## src/rtl/datapath_pkg.sv

```systemverilog
// Shared constants and elaboration helpers for the datapath adder library.
package datapath_pkg;

  // Mode encoding for the add/subtract select input.
  localparam logic ADD = 1'b0;
  localparam logic SUB = 1'b1;

  // True when WIDTH splits evenly into STAGES chunks of at least one bit.
  function automatic bit width_ok(input int w, input int s);
    return (s >= 1) && (w >= s) && ((w % s) == 0);
  endfunction

endpackage

```

## src/rtl/adder_chunk.sv

```systemverilog
// Combinational CW-bit ripple adder built from full-adder cells.
// Exposes the carry into the MSB so the caller can form signed overflow.
module adder_chunk #(
  parameter int CW = 8
) (
  input  logic [CW-1:0] i_a,
  input  logic [CW-1:0] i_b,
  input  logic          i_c,
  output logic [CW-1:0] o_sum,
  output logic          o_cout,
  output logic          o_cmsb
);

  logic [CW:0] w_c;

  assign w_c[0] = i_c;

  for (genvar i = 0; i < CW; i++) begin : g_fa
    assign o_sum[i]  = i_a[i] ^ i_b[i] ^ w_c[i];
    assign w_c[i+1]  = (i_a[i] & i_b[i]) | (i_a[i] & w_c[i]) | (i_b[i] & w_c[i]);
  end

  assign o_cout = w_c[CW];
  assign o_cmsb = w_c[CW-1];

endmodule

```

## src/rtl/pipelined_adder.sv

```systemverilog
// Pipelined WIDTH-bit add/subtract unit. Each stage adds one CW-bit chunk and
// registers the chunk carry; unconsumed operand bits ride along and shrink as
// they go. Valid/ready handshake with full backpressure and bubble collapse.
module pipelined_adder
  import datapath_pkg::*;
#(
  parameter int WIDTH  = 32,
  parameter int STAGES = 4
) (
  input  logic             clk,
  input  logic             rst,
  input  logic             in_valid,
  output logic             in_ready,
  input  logic [WIDTH-1:0] a,
  input  logic [WIDTH-1:0] b,
  input  logic             cin,
  input  logic             sub,
  output logic             out_valid,
  input  logic             out_ready,
  output logic [WIDTH-1:0] sum,
  output logic             cout,
  output logic             ovf
);

  localparam int CW = WIDTH / STAGES;

  if (!width_ok(WIDTH, STAGES)) begin : g_bad_cfg
    $error("pipelined_adder: WIDTH must be a positive multiple of STAGES");
  end

  logic [STAGES-1:0] w_vld;   // stage holds a beat
  logic [STAGES-1:0] w_en;    // stage may load this cycle (empty or draining)
  logic [WIDTH-1:0]  w_bp;    // B after optional inversion
  logic              w_c0;    // carry into bit 0
  logic              w_take;  // input handshake fires

  assign w_bp   = (sub == SUB) ? ~b : b;
  assign w_c0   = (sub == SUB) ? 1'b1 : cin;
  assign in_ready = w_en[0] && !rst;
  assign w_take = in_valid && in_ready;

  // Load enables ripple back from the output: a stage can take a new beat if it
  // is empty or its current beat moves on this cycle.
  always_comb begin
    w_en = '0;
    w_en[STAGES-1] = !w_vld[STAGES-1] || out_ready;
    for (int k = STAGES - 2; k >= 0; k--) begin
      w_en[k] = !w_vld[k] || w_en[k+1];
    end
  end

  for (genvar k = 0; k < STAGES; k++) begin : g_stage
    logic                  r_vld;
    logic [(k+1)*CW-1:0]   r_sum;   // low sum bits resolved so far
    logic                  r_c;     // carry out of this chunk
    logic [CW-1:0]         w_ca, w_cb, w_csum;
    logic [(k+1)*CW-1:0]   w_nsum;
    logic                  w_cin, w_cout, w_cmsb, w_nvld, w_load;

    if (k == 0) begin : g_src
      assign w_ca   = a[CW-1:0];
      assign w_cb   = w_bp[CW-1:0];
      assign w_cin  = w_c0;
      assign w_nvld = w_take;
      assign w_nsum = w_csum;
    end else begin : g_src
      assign w_ca   = g_stage[k-1].g_ops.r_a[k*CW +: CW];
      assign w_cb   = g_stage[k-1].g_ops.r_b[k*CW +: CW];
      assign w_cin  = g_stage[k-1].r_c;
      assign w_nvld = g_stage[k-1].r_vld;
      assign w_nsum = {w_csum, g_stage[k-1].r_sum};
    end

    adder_chunk #(.CW(CW)) u_chunk (
      .i_a    (w_ca),
      .i_b    (w_cb),
      .i_c    (w_cin),
      .o_sum  (w_csum),
      .o_cout (w_cout),
      .o_cmsb (w_cmsb)
    );

    assign w_load   = w_en[k] && w_nvld;
    assign w_vld[k] = r_vld;

    // Stage valid, partial sum and chunk carry; data only moves with a real beat.
    always_ff @(posedge clk) begin
      if (rst) begin
        r_vld <= 1'b0;
        r_sum <= '0;
        r_c   <= 1'b0;
      end else begin
        if (w_en[k]) r_vld <= w_nvld;
        if (w_load) begin
          r_sum <= w_nsum;
          r_c   <= w_cout;
        end
      end
    end

    if (k < STAGES - 1) begin : g_ops
      logic [WIDTH-1:(k+1)*CW] r_a, r_b, w_ua, w_ub;

      if (k == 0) begin : g_up
        assign w_ua = a[WIDTH-1:CW];
        assign w_ub = w_bp[WIDTH-1:CW];
      end else begin : g_up
        assign w_ua = g_stage[k-1].g_ops.r_a[WIDTH-1:(k+1)*CW];
        assign w_ub = g_stage[k-1].g_ops.r_b[WIDTH-1:(k+1)*CW];
      end

      // Operand bits not yet consumed, carried to the next stage.
      always_ff @(posedge clk) begin
        if (rst) begin
          r_a <= '0;
          r_b <= '0;
        end else if (w_load) begin
          r_a <= w_ua;
          r_b <= w_ub;
        end
      end
    end else begin : g_last
      logic r_ovf;

      // Signed overflow: carry into the MSB differs from carry out of it.
      always_ff @(posedge clk) begin
        if (rst)         r_ovf <= 1'b0;
        else if (w_load) r_ovf <= w_cmsb ^ w_cout;
      end
    end
  end

  assign out_valid = w_vld[STAGES-1];
  assign sum       = g_stage[STAGES-1].r_sum;
  assign cout      = g_stage[STAGES-1].r_c;
  assign ovf       = g_stage[STAGES-1].g_last.r_ovf;

endmodule

```

## config.mk

```make
export PLATFORM = sky130hd
export DESIGN_NAME = pipelined_adder
export DESIGN_NICKNAME = d
export VERILOG_FILES = /design/src/rtl/datapath_pkg.sv /design/src/rtl/adder_chunk.sv /design/src/rtl/pipelined_adder.sv
export SDC_FILE = /design/constraint.sdc
export NUM_CORES = 1
export LEC_CHECK = 0
export CAP_MARGIN = 25
export CORE_ASPECT_RATIO = 1.25
export CORE_MARGIN = 3
export CORE_UTILIZATION = 55
export CTS_CLUSTER_SIZE = 8
export DETAILED_ROUTE_END_ITERATION = 12
export PLACE_DENSITY = 0.9
export SYNTH_ARGS = -nofsm -noshare
export SYNTH_HDL_FRONTEND = slang
export SYNTH_SLANG_ARGS = --single-unit
```

## constraint.sdc

```tcl
create_clock -name clk -period 11.3 [get_ports clk]
set_clock_uncertainty 0.2 [all_clocks]
set_input_delay 2.825 -clock clk [delete_from_list [all_inputs] [get_ports clk]]
set_output_delay 2.825 -clock clk [all_outputs]
set_load 0.01 [all_outputs]
```

==> impl_metrics.json, run 1 <==
{
  "wl_per_cell_microns": 16.0,
  "timing.fmax_ghz": 0.127,
  "stdcell_count": 1154,
  "cp_max_fo": 49,
  "fin_nets": 1065,
  "cts_tree": "done",
  "yosys_register_bits": 185,
  "synth_top_flop_cell": "dfxtp_1",
  "clock_path_buffers": 2,
  "grt_overflow": 0,
  "fin_crit_sh_pct": 69.6,
  "hold_path_class": "register to register",
  "syn-num-nets": 1018,
  "place_congestion": 0.800,
  "dieArea_sq_um": 16700,
  "crit_buf_inv": 2,
  "worstReg2RegStart": "g_stage[1].g_ops.r_a[16]",
  "firstDrtPassIters": 6,
  "grt_pass1_wl_mm": 30.3,
  "synth_area_leaders": "dfxtp_1 (44%), a21oi_1 (7.7%), fa_1 (7.7%)",
  "final-max-slew-violation-count": 0,
  "rsz0062_at_grt": "no",
  "cts-hold-fix-buffers": 0,
  "avgSynthCellArea_sq_um": 9.13,
  "yosys_warnings": 0,
  "p_leak_nw": 3.56,
  "hold_slack_ps": 261,
  "relSlewSlack_pct": 33.1,
  "cts-root-buf": "clkbuf_16",
  "drc_errors": 0,
  "worstHoldStart": "g_stage[0].g_ops.r_b[20]",
  "worst_pin_slew_ps": 1000,
  "place.port_buffers": 105,
  "cp_data_required_time_ps": 8280,
  "antenna_found_initial": 0,
  "max_cap_viol_count": 0,
  "die_h_microns": 144,
  "cts.clk_slew.worst_paths_ps": 60,
  "yosys-top-cells-count": "dfxtp_1 (185), a21oi_1 (129), nand3_1 (115)",
  "io_pins": 106,
  "critPathMaxStageDelay_ps": 760,
  "cts_num_sinks": 185,
  "fillers": 1097,
  "path_class": "primary input to primary output",
  "drt_iter0_drc": 830,
  "cts_setup_buffers": 0,
  "cp-start-kind": "primary input",
  "hpwl_mm": 11.9,
  "power_density_nw_per_um2": 144,
  "reg2reg_to": "g_stage[2].r_sum[23]",
  "yosysTopAreaCellShare_pct": 44.3,
  "seq_area_frac_synth_pct": 44.3,
  "min_path_cells": 2,
  "synthArstFlopShare_pct": 0,
  "cpMostUsedCell": "clkdlybuf4s50_1",
  "path_cells": "clkdlybuf4s50_1 > and4b_4 > a21oi_1 > clkdlybuf4s50_1",
  "drive_above_1_share_pct": 7.38,
  "ys_types": 31,
  "synth_most_common_cell": "dfxtp_1",
  "grt_max_degree": 131,
  "place_inst": 1122,
  "row_count": 49,
  "synth_area_sq_um": 8370,
  "yosys.area.top_type": "dfxtp_1",
  "final-setup-viol-count": 0,
  "cp.arrival_ps": 4840,
  "core-area_sq_um": 14700,
  "grt_usage_pct": 22.6,
  "crit_family": "buffers and inverters",
  "syn2layout_area_growth_pct": 18.8,
  "clock_latency_ps": 430,
  "fin_crit_ps": 7860,
  "netlist_instances": 916,
  "cp_slowest_cell": "and4b_4",
  "synth_edf_count": 0,
  "ir_worst_vdd_v": 0.0000865,
  "reg2reg_slack_ps": 7200,
  "routed_via_density": 5.73,
  "num_vias": 6608,
  "initial_core_util_pct": 57.1,
  "fin_setup_tns_ps": 0,
  "cts_resized": 0,
  "die_w_microns": 116,
  "min_to": "g_stage[1].g_ops.r_b[20]",
  "first_global_vias": 6391,
  "run_status": "complete, no violations",
  "diodes": 0,
  "drt_wl_total_mm": 18.4,
  "r2r_cells": 12,
  "hold_viol": 0,
  "antenna_left": 0,
  "cts_made_buffers": 17,
  "path_depth": 4,
  "critPathCaptureType": "primary output",
  "htree_levels": 4
}
cells by family (layout without fill, tap and decap cells):
kind of cell,Yosys count,after routing,share of synthesized area [%]
multiplexers,55,55,6.98
XOR/XNOR,33,33,3.46
buffers and inverters,119,179,6.15
flip-flops,185,185,44.3
AO/OA/AOI/OAI,259,259,16.4
AND/OR/NAND/NOR,233,233,15.1
adder cells (fa/ha/maj),32,32,7.66
sequential cells by signal (all words and copies together), names as in the netlist:
name and cells:
sum 32, out_valid 1, g_stage.r_vld 3, g_stage.r_c 3
cout 1, ovf 1, g_stage.r_sum 48, g_stage.g_ops.r_b 48
g_stage.g_ops.r_a 48
tightest hold or removal path, cell delays in order, from the launching register on:
cell,delay [ps]
dfxtp_1,300
nand3_1,60
a21oi_1,50
power by group:
part           internal [mW]  switching (mW)  total (mW)
registers              0.678          0.0157       0.693
clock network          0.350           0.250       0.599
logic                 0.0696          0.0684       0.138
metal layers:
layer / routed length (microns) / track usage (%) / share of wire (%) / up-vias
li1: - / - / - / 3219
met1: 7880 / 28.9 / 43 / 3120
met2: 9240 / 38.1 / 50 / 239
met3: 944 / 4.21 / 5.1 / 30
met4: 377 / 7.82 / 2.0 / 0
met5: 0 / 0 / 0 / -
worst max-delay path by stage:
stage | from | end | slack, ps
3_5_place_dp | out_ready | in_ready | 3470
4_1_cts | out_ready | in_ready | 3470
5_1_grt | out_ready | in_ready | 3370
6_report | out_ready | in_ready | 3440
2_1_floorplan | sub | g_stage[0].r_sum[7] | 4510
3_3_place_gp | out_ready | in_ready | 3500
per-stage QoR:
stage	total power, mW	instance area [sq um]	setup WS [ps]	util [%]
floorplan	0.795	8370	4510	-
global placement	0.838	9310	3500	63.6
detailed placement	0.844	9340	3470	63.8
CTS	1.43	9940	3470	67.8
global route	1.47	9940	3370	67.8
finish	1.43	9940	3440	67.8
cell type report:
cell class / count / area [sq um] / area share (%)
Timing Repair Buffer: 116 / 1150 / 11.6
Clock inverter: 10 / 115 / 1.16
Multi-Input combinational cell: 612 / 4150 / 41.7
Clock buffer: 22 / 484 / 4.87
Inverter: 31 / 116 / 1.17
Sequential cell: 185 / 3700 / 37.3
Tap cell: 178 / 223 / 2.24
layout by cell type (no fill, tap or decap), types with 2 or more instances in the layout:
cell	n
dfxtp_1	184
inv_1	30
clkbuf_16	17
bufinv_16	2
clkinv_2	3
nor2b_1	28
a21oi_1	129
a311oi_1	9
o21ai_0	92
o21ai_1	23
fa_1	32
nand2b_1	57
buf_4	10
xnor2_1	30
a211oi_1	2
xor2_1	3
nand3_1	115
o211a_1	2
mux2_2	21
inv_6	2
nor2_1	28
mux2_1	6
clkdlybuf4s50_1	103
mux2i_1	28
clkinvlp_4	3
clkbuf_8	4
Power figures use the tool's default switching activity.
==> run 2: changes to the inputs <==
clock period = 7.44 ns   (was 11.3 ns; I/O delays follow)
==> run 2 against run 1 <==
Global-route usage down 0.15 points. Critical path depth unchanged. Critical path type unchanged. Combinational power up 54%.
==> impl_metrics.json, run 2 (same netlist as run 1, synthesis figures left out) <==
{
  "layout_top_registers": "g_stage.g_ops.r_a x48, g_stage.g_ops.r_b x48, g_stage.r_sum x48",
  "cp_data_required_time_ps": 5380,
  "cts.clk_slew.worst_paths_ps": 60,
  "htree_levels": 4,
  "power_density_nw_per_um2": 220,
  "timing.fmax_ghz": 0.170,
  "drt_wl_total_mm": 18.5,
  "grt_pass1_wl_mm": 30.2,
  "drc_errors": 0,
  "rsz0062_at_grt": "no",
  "antenna_left": 0,
  "core-area_sq_um": 14700,
  "fin_crit_sh_pct": 78.9,
  "max_cap_viol_count": 0,
  "row_count": 49,
  "seqCellArea_sq_um": 3700,
  "final-max-slew-violation-count": 0,
  "cts_made_buffers": 17,
  "r2r_cells": 12,
  "final_common_cell": "dfxtp_1",
  "run_status": "complete, no violations",
  "die_h_microns": 144,
  "grt_overflow": 0,
  "dieArea_sq_um": 16700,
  "final-setup-viol-count": 0,
  "antenna_found_initial": 0,
  "place.port_buffers": 105,
  "cts-hold-fix-buffers": 0,
  "critPathCaptureType": "primary output",
  "cts_setup_buffers": 0,
  "min_path_cells": 2,
  "fin_setup_tns_ps": 0,
  "num_vias": 6643,
  "cts_resized": 0,
  "cp_max_fo": 49,
  "drt_iter0_drc": 792,
  "cp-start-kind": "primary input",
  "p_leak_nw": 3.58,
  "hold_path_class": "register to register",
  "worst_slack_ps": 1570,
  "final_cell_mix": "dfxtp_1 (184), a21oi_1 (129), nand3_1 (115)",
  "clock_latency_ps": 420,
  "initial_core_util_pct": 57.1,
  "p_total_mw": 2.19,
  "cp.arrival_ps": 3810,
  "cts_num_sinks": 185,
  "grt_usage_pct": 22.4,
  "place_congestion": 0.819,
  "hold_viol": 0,
  "cts-root-buf": "clkbuf_16",
  "wl_per_cell_microns": 16.0,
  "io_pins": 106,
  "routed_via_density": 5.75,
  "fin_nets": 1067,
  "placed_cell_area_sq_um": 9360,
  "dp_slack_ps": 1360,
  "syn2layout_area_growth_pct": 19.1,
  "clock_path_buffers": 2,
  "fillers": 1097,
  "cts_tree": "done",
  "diodes": 0,
  "relSlewSlack_pct": 46.3,
  "fin_crit_ps": 5870,
  "hpwl_mm": 12.0,
  "multi_input_area_sq_um": 4150,
  "path_class": "primary input to primary output",
  "die_w_microns": 116,
  "firstDrtPassIters": 5,
  "first_global_vias": 6287,
  "worst_pin_slew_ps": 803,
  "drive_above_1_share_pct": 7.57,
  "grt_max_degree": 113,
  "ir_worst_vdd_v": 0.000132,
  "fin_util_pct": 68.0,
  "design_area_sq_um": 9960
}
## run 2: cell count changes in the layout (fill, tap and decap cells not counted), sizes merged
| cell | previous run | this run |
|---|---|---|
| clkbuf | 22 | 19 |
| buf | 13 | 15 |
| inv | 33 | 35 |
| bufinv | 2 | 3 |
| clkinv | 3 | 4 |
| clkinvlp | 3 | 2 |
## run 2: final timing paths
kind | start | endpoint | slack (ps)
worst max-delay path | out_ready | in_ready | 1570
worst min-delay path | g_stage[0].g_ops.r_b[29] | g_stage[1].g_ops.r_b[29] | 260
worst max register to register | g_stage[1].r_c | g_stage[2].r_sum[23] | 3300
worst min register to register | g_stage[0].g_ops.r_b[29] | g_stage[1].g_ops.r_b[29] | 260
## run 2: worst max-delay path, cell delays in order
cell and delay, ps:
clkdlybuf4s50_1 490, and4b_4 760, a21oi_1 170, clkdlybuf4s50_1 510
## run 2: stage by stage
stage                     hold slack, ps  std cells
after floorplan                      239        916
after global placement               249       1122
after detailed placement             253       1124
after CTS                            264       1156
after global routing                 270       1156
final                                264       1156
## run 2: report_power, final
| group | leakage, nW | total, mW | internal (mW) | switching (mW) |
|---|---|---|---|---|
| Sequential | 1.51 | 1.05 | 1.03 | 0.0232 |
| Combinational | 1.78 | 0.213 | 0.107 | 0.106 |
| Clock | 0.295 | 0.922 | 0.541 | 0.381 |
## run 2: layer usage
| layer | vias to the layer above | part of all wire [%] | wire [microns] | track usage [%] |
|---|---|---|---|---|
| met5 | - | 0 | 0 | 0 |
| met1 | 3108 | 42 | 7730 | 29.8 |
| li1 | 3223 | - | - | - |
| met2 | 283 | 50 | 9200 | 36.9 |
| met3 | 29 | 6.2 | 1140 | 3.54 |
| met4 | 0 | 2.2 | 416 | 7.88 |
## run 2: area by class of cell
type / count / area share (%)
clock inverter: 13 / 1.65
sequential: 185 / 37.2
multi-input combinational: 612 / 41.6
clock buffer: 19 / 4.45
timing repair buffer: 118 / 11.7
tap: 178 / 2.24
inverter: 31 / 1.17
